**config.mk**
```make
export PLATFORM = sky130hd
export DESIGN_NAME = mem_arbiter
export DESIGN_NICKNAME = d
export VERILOG_FILES = /design/src/rtl/mem_arbiter.sv
export SDC_FILE = /design/constraint.sdc
export NUM_CORES = 1
export LEC_CHECK = 0
export CORE_ASPECT_RATIO = 0.6
export CORE_MARGIN = 2
export CORE_UTILIZATION = 38
export CTS_BUF_LIST = sky130_fd_sc_hd__clkbuf_2 sky130_fd_sc_hd__clkbuf_4 sky130_fd_sc_hd__clkbuf_8
export CTS_CLUSTER_DIAMETER = 150
export DETAILED_ROUTE_END_ITERATION = 6
export GPL_TIMING_DRIVEN = 0
export PLACE_DENSITY_LB_ADDON = 0.25
export SYNTH_ARGS = -nofsm -noshare
export SYNTH_HDL_FRONTEND = slang
export SYNTH_SLANG_ARGS = --single-unit
```
**constraint.sdc**
```tcl
create_clock -name clk -period 3.22 [get_ports clk]
set_input_delay 0.805 -clock clk [delete_from_list [all_inputs] [get_ports clk]]
set_output_delay 0.805 -clock clk [all_outputs]
set_load 0.01 [all_outputs]
```
**src/rtl/mem_arbiter.sv**
```systemverilog
// Single-port arbiter sharing one 256x8 memory between instruction fetch (read-only)
// and the load/store unit. LSU has fixed priority; a starvation counter bounds fetch lockout.
module mem_arbiter #(
    parameter int unsigned STARVE_LIMIT = 4
) (
    input  logic       clk,
    input  logic       rst,

    input  logic       if_req,
    input  logic [7:0] if_addr,
    input  logic       if_flush,
    output logic       if_gnt,
    output logic       if_rvalid,
    output logic [7:0] if_rdata,

    input  logic       ls_req,
    input  logic       ls_wr,
    input  logic [7:0] ls_addr,
    input  logic [7:0] ls_wdata,
    output logic       ls_gnt,
    output logic       ls_rvalid,
    output logic [7:0] ls_rdata,
    output logic       ls_wack,

    output logic       mem_enable,
    output logic       mem_wr,
    output logic [7:0] mem_addr,
    output logic [7:0] mem_data_in,
    input  logic [7:0] mem_data_out
);

    localparam logic [3:0] LIMIT = 4'(STARVE_LIMIT);

    logic [3:0] starve_cnt;
    logic       fetch_ok;
    logic       force_if;
    logic       if_rvalid_q;

    // Grants are gated by rst so the memory never sees an access during reset.
    assign fetch_ok = if_req & ~if_flush;
    assign force_if = (starve_cnt == LIMIT) & fetch_ok;
    assign ls_gnt   = ls_req & ~force_if & ~rst;
    assign if_gnt   = fetch_ok & ~ls_gnt & ~rst;

    // NOTE: every signal assigned in always_comb gets a default first, so no path
    // leaves it unassigned and no latch is inferred.
    always_comb begin
        mem_enable  = 1'b0;
        mem_wr      = 1'b0;
        mem_addr    = 8'h00;
        mem_data_in = 8'h00;
        if (ls_gnt) begin
            mem_enable  = 1'b1;
            mem_wr      = ls_wr;
            mem_addr    = ls_addr;
            mem_data_in = ls_wdata;
        end else if (if_gnt) begin
            mem_enable  = 1'b1;
            mem_addr    = if_addr;
            mem_data_in = ls_wdata;
        end
    end

    // NOTE: state is updated with non-blocking assignments so every flop samples
    // the pre-edge values regardless of statement order.
    always_ff @(posedge clk or posedge rst) begin
        if (rst) begin
            if_rvalid_q <= 1'b0;
            ls_rvalid   <= 1'b0;
            ls_wack     <= 1'b0;
            if_rdata    <= 8'h00;
            ls_rdata    <= 8'h00;
        end else begin
            if_rvalid_q <= if_gnt;
            ls_rvalid   <= ls_gnt & ~ls_wr;
            ls_wack     <= ls_gnt & ls_wr;
            if (if_gnt)
                if_rdata <= mem_data_out;
            if (ls_gnt && !ls_wr)
                ls_rdata <= mem_data_out;
        end
    end

    // A flush squashes a fetch response already in flight.
    assign if_rvalid = if_rvalid_q & ~if_flush;

    always_ff @(posedge clk or posedge rst) begin
        if (rst) begin
            starve_cnt <= 4'd0;
        end else if (if_gnt || !if_req || if_flush) begin
            starve_cnt <= 4'd0;
        end else if (ls_gnt) begin
            if (starve_cnt != LIMIT)
                starve_cnt <= starve_cnt + 4'd1;
        end
    end

endmodule
```
# Word-level counts from Yosys, hierarchy flattened
# Cells that the tools add are included.
[totals]
output_inout_bits = 39
wordCells = 41
in_bits = 38
register_bits = 23
[op_classes]
n_eq_ne = 2
addsub = 1
bitwise_logic = 14
reduce_logical = 8
muxes = 10
[op_table]
columns = ["cell", "n"]
rows = [
  ["$mux W8", 4],
  ["$mux W4", 3],
  ["$and A1 B1 Y1", 9],
  ["$not A1 Y1", 5],
  ["$add A4 B1 Y4 const B", 1],
  ["$eq A4 B3 Y1 const B", 1],
  ["$ne A4 B3 Y1 const B", 1],
  ["$reduce_bool A2 Y1", 2],
  ["$mux W1", 3],
  ["$logic_not A1 Y1", 2],
  ["$logic_or A1 B1 Y1", 2],
  ["$reduce_and A2 Y1", 1],
  ["$logic_and A1 B1 Y1", 1],
]

# Longest topological paths before layout
[logic_depth]
word_depth = 13
depth_mapped = 6

# Least setup slack after synthesis
# OpenSTA, ideal clock, no wires.
[synth_timing]
kind = "input to output"
start = "input port rst"
end = "output port mem_addr[0]"
arrival_time_ps = 2394
slack_ps = 21
cell_stages = 5
cell_sequence = "clkbuf_1 > inv_1 > clkbuf_1 > nand3_1 > o32ai_1"
[synth_between]
elab_chain_cells = 7
[synth_rtl]
columns = ["element", "line", "text"]
rows = [
  ["from (decl)", "7", "input logic rst,"],
  ["$not A1 Y1 (*)", "42, 43", ""],
  ["$and A1 B1 Y1", "42", "assign ls_gnt = ls_req & ~force_if & ~rst;"],
  ["$not A1 Y1", "43", "assign if_gnt = fetch_ok & ~ls_gnt & ~rst;"],
  ["$and A1 B1 Y1 (2 in series)", "43", ""],
  ["$mux W8", "57", "end else if (if_gnt) begin"],
  ["$mux W8 (*)", "52", "if (ls_gnt) begin"],
  ["to (decl)", "27", "output logic [7:0] mem_addr,"],
]
# Every way passes the cells marked *; elsewhere a longest branch is shown, timed or not.

# Final worst setup path
[layout_timing]
start = "input port if_req"
end = "output port mem_addr[6]"
[layout_between]
elab_chain_cells = 10
[layout_rtl]
columns = ["element", "line", "text"]
rows = [
  ["from (decl)", "9", "input logic if_req,"],
  ["$and A1 B1 Y1 (*)", "40", "assign fetch_ok = if_req & ~if_flush;"],
  ["$and A1 B1 Y1", "41", "assign force_if = (starve_cnt == LIMIT) & fetch_ok;"],
  ["$not A1 Y1", "42", ""],
  ["$and A1 B1 Y1 (2 in series)", "42", ""],
  ["$not A1 Y1", "43", ""],
  ["$and A1 B1 Y1 (2 in series)", "43", ""],
  ["$mux W8", "57", ""],
  ["$mux W8 (*)", "52", ""],
]
# Marked as above.

==> impl_metrics.json <==
{
  "status": "finished clean",
  "p_leak_nw": 0.926,
  "min_path_type": "reg -> reg",
  "clkTransAtPathRegs_ns": 0.08,
  "cp.arrival_ns": 2.32,
  "cts_tree": "yes",
  "timing.hold.ws_ns": 0.507,
  "r2r_slack_ns": 1.32,
  "cp_max_fo": 8,
  "finalNetCount": 233,
  "syn_area_sq_mm": 0.00122,
  "initial_core_util_pct": 41.1,
  "relSlewSlack_pct": 64.5,
  "synth_commonest_cells": "23 x dfrtp_1, 16 x mux2_2, 12 x inv_1",
  "synth_most_common_cell": "dfrtp_1",
  "numCtsBuffers": 3,
  "synth-async-reset-ratio_pct": 100,
  "max-cap-violations": 0,
  "fin_tns_setup_ns": 0,
  "hold_start": "ls_rdata[3]",
  "ys_seq_elements": 23,
  "hold_path_end": "ls_rdata[3]",
  "fin_crit_ns": 3.13,
  "dr.pass1.iters": 4,
  "endpoint_kind": "output port",
  "start_kind": "primary input",
  "grt_pass1_vias": 1172,
  "crit_type": "in -> out",
  "peakVddDrop_v": 0.000309,
  "viasPerCell": 5.12,
  "grt_overflow": 0,
  "portBuffers": 75,
  "yosys.area.top_type": "dfrtp_1",
  "report.power.total_uw": 801,
  "synth_edf_count": 0,
  "die_w_um": 77.1,
  "cts_num_sinks": 23,
  "critPathRequiredTime_ns": 2.41,
  "reg2reg_from": "starve_cnt[0]",
  "grt_usage_pct": 20.3,
  "clockRootBuffer": "clkbuf_8",
  "tightest_slew_ns": 0.532,
  "rows": 15,
  "drt-total-wl_mm": 3.72,
  "dpl.hpwl_mm": 2.85,
  "grt_setup_unrepaired": "false",
  "grt_max_degree": 33,
  "final_hold_viol_count": 0,
  "syn2layout_area_growth_pct": 71.9,
  "finalMaxSlewViolations": 0,
  "min_path_cells": 1,
  "die_y_um": 47.9,
  "dp_cells": 230,
  "fin_crit_sh_pct": 97.1,
  "cts.htree.levels": 1,
  "drc": 0,
  "ctsHoldBuffers": 0,
  "antenna_found_initial": 0,
  "coreArea_sq_mm": 0.00297,
  "synthFlopType": "dfrtp_1",
  "crit_start": "if_req",
  "avgSynthCellArea_sq_um": 10.8,
  "ys_seq_area_share_pct": 47.2,
  "power_density_mw_per_mm2": 382,
  "max_freq_mhz": 320,
  "yosysWarnings": 0,
  "grt_pass1_wl_mm": 5.72,
  "dieArea_sq_mm": 0.00369,
  "insertion_delay_ns": 0.26,
  "synth.top_cell.area_share_pct": 47.2,
  "ios": 77,
  "gp_congestion": 0.787,
  "setup_violations": 0,
  "synthCells": 113,
  "r2r-end": "ls_rdata[7]",
  "ys_top_cells_by_area": "dfrtp_1 47%, mux2_2 15%, o32ai_1 5.7%, and2_1 4.6%, nand3_1 3.7%",
  "final_layout_size_suffix_gt1_share_pct": 17.7,
  "diodes": 0,
  "layoutNonFillerInstCount": 234,
  "clock_path_buffers": 2,
  "synth_cell_type_count": 27,
  "r2r_cells": 5,
  "wire_per_inst_um": 15.9,
  "synth_nets": 153,
  "num_vias": 1198,
  "finClkSkew_ns": 0.00592,
  "drt_iter0_markers": 49,
  "ant_nets": 0
}
-- cells by family after synthesis --
logic type,after synthesis,synth area share (%)
buf+inv,19,6.56
mux,16,14.8
simple gates,37,18.5
fa+ha+maj,2,2.05
compound gates,16,11.0
flops,23,47.2
-- per-stage QoR --
step / util, % / cell area, sq um / worst slack (ns)
global placement: 68.2 / 2020 / -0.851
global route: 70.7 / 2100 / 0.0264
CTS: 70.7 / 2100 / 0.0873
finish: 70.7 / 2100 / 0.0926
detailed placement: 68.3 / 2020 / -0.457
floorplan: - / 1220 / 0.0206
-- layer usage --
metal | share of wire, % | GRT usage, % | routed length (um)
met4 | 0.38 | 2.50 | 14
met5 | 0 | 0 | 0
met3 | 7.1 | 6.60 | 264
met2 | 52 | 37.7 | 1920
met1 | 41 | 24.8 | 1520
-- layout make-up --
cell class	count	area (sq um)
clock buffer	3	41.3
fill	240	868
sequential	23	576
clock inverter	1	5.00
timing repair buffer	76	734
tap	42	52.6
buffer	5	35.0
inverter	12	45.0
multi-input combinational	72	608
-- where the power goes --
| group | total, mW | switching [mW] | internal, mW |
|---|---|---|---|
| clock | 0.172 | 0.0856 | 0.0862 |
| combinational | 0.275 | 0.105 | 0.170 |
| sequential | 0.354 | 0.0228 | 0.332 |
| total | 0.801 | 0.214 | 0.588 |
-- worst max-delay path, cell delays in order --
cell and delay (ns):
clkdlybuf4s50_1 0.48, or2b_1 0.25, buf_6 0.16, o21ai_4 0.20, o32ai_1 0.11, dlygate4sd2_1 0.31
-- how the worst max path moves through the flow --
stage / endpoint / cells past startpoint / slack [ns]
6_report: mem_addr[6] / 6 / 0.09
3_5_place_dp: mem_wr / 6 / -0.46
4_1_cts: mem_addr[6] / 6 / 0.09
5_1_grt: mem_enable / 4 / 0.03
3_3_place_gp: mem_addr[1] / 6 / -0.85
2_1_floorplan: mem_addr[0] / 5 / 0.02
-- flip-flops by register name (all words and copies together) (netlist names) --
register,flops
if_rdata,8
ls_rdata,8
starve_cnt,4
if_rvalid_q,1
ls_rvalid,1
ls_wack,1
-- cell usage in the layout, fill, tap and decap left out, drive strengths merged --
master,instances
nand3b,2
and2,9
clkbuf,6
nand4,3
or2b,1
o32ai,8
clkdlybuf4s50,56
o21a,1
nand3,9
nor2b,1
a31oi,2
o21ai,3
nor3b,2
dlygate4sd2,19
and2b,1
a21oi,2
buf,3
clkinv,1
ha,2
nor2,3
and3,1
mux2,16
a211oi,1
dfrtp,23
inv,12
nand2,4
nand4b,1
-- timing repair --
| action | in CTS | in global routing |
|---|---|---|
| pin swaps | 2 | 0 |
| setup buffers | 1 | 0 |
| gates cloned | 1 | 0 |
| gates resized for setup | 30 | 2 |
| endpoints found under the setup margin | 20 | 1 |
Power figures use the tool's default switching activity.
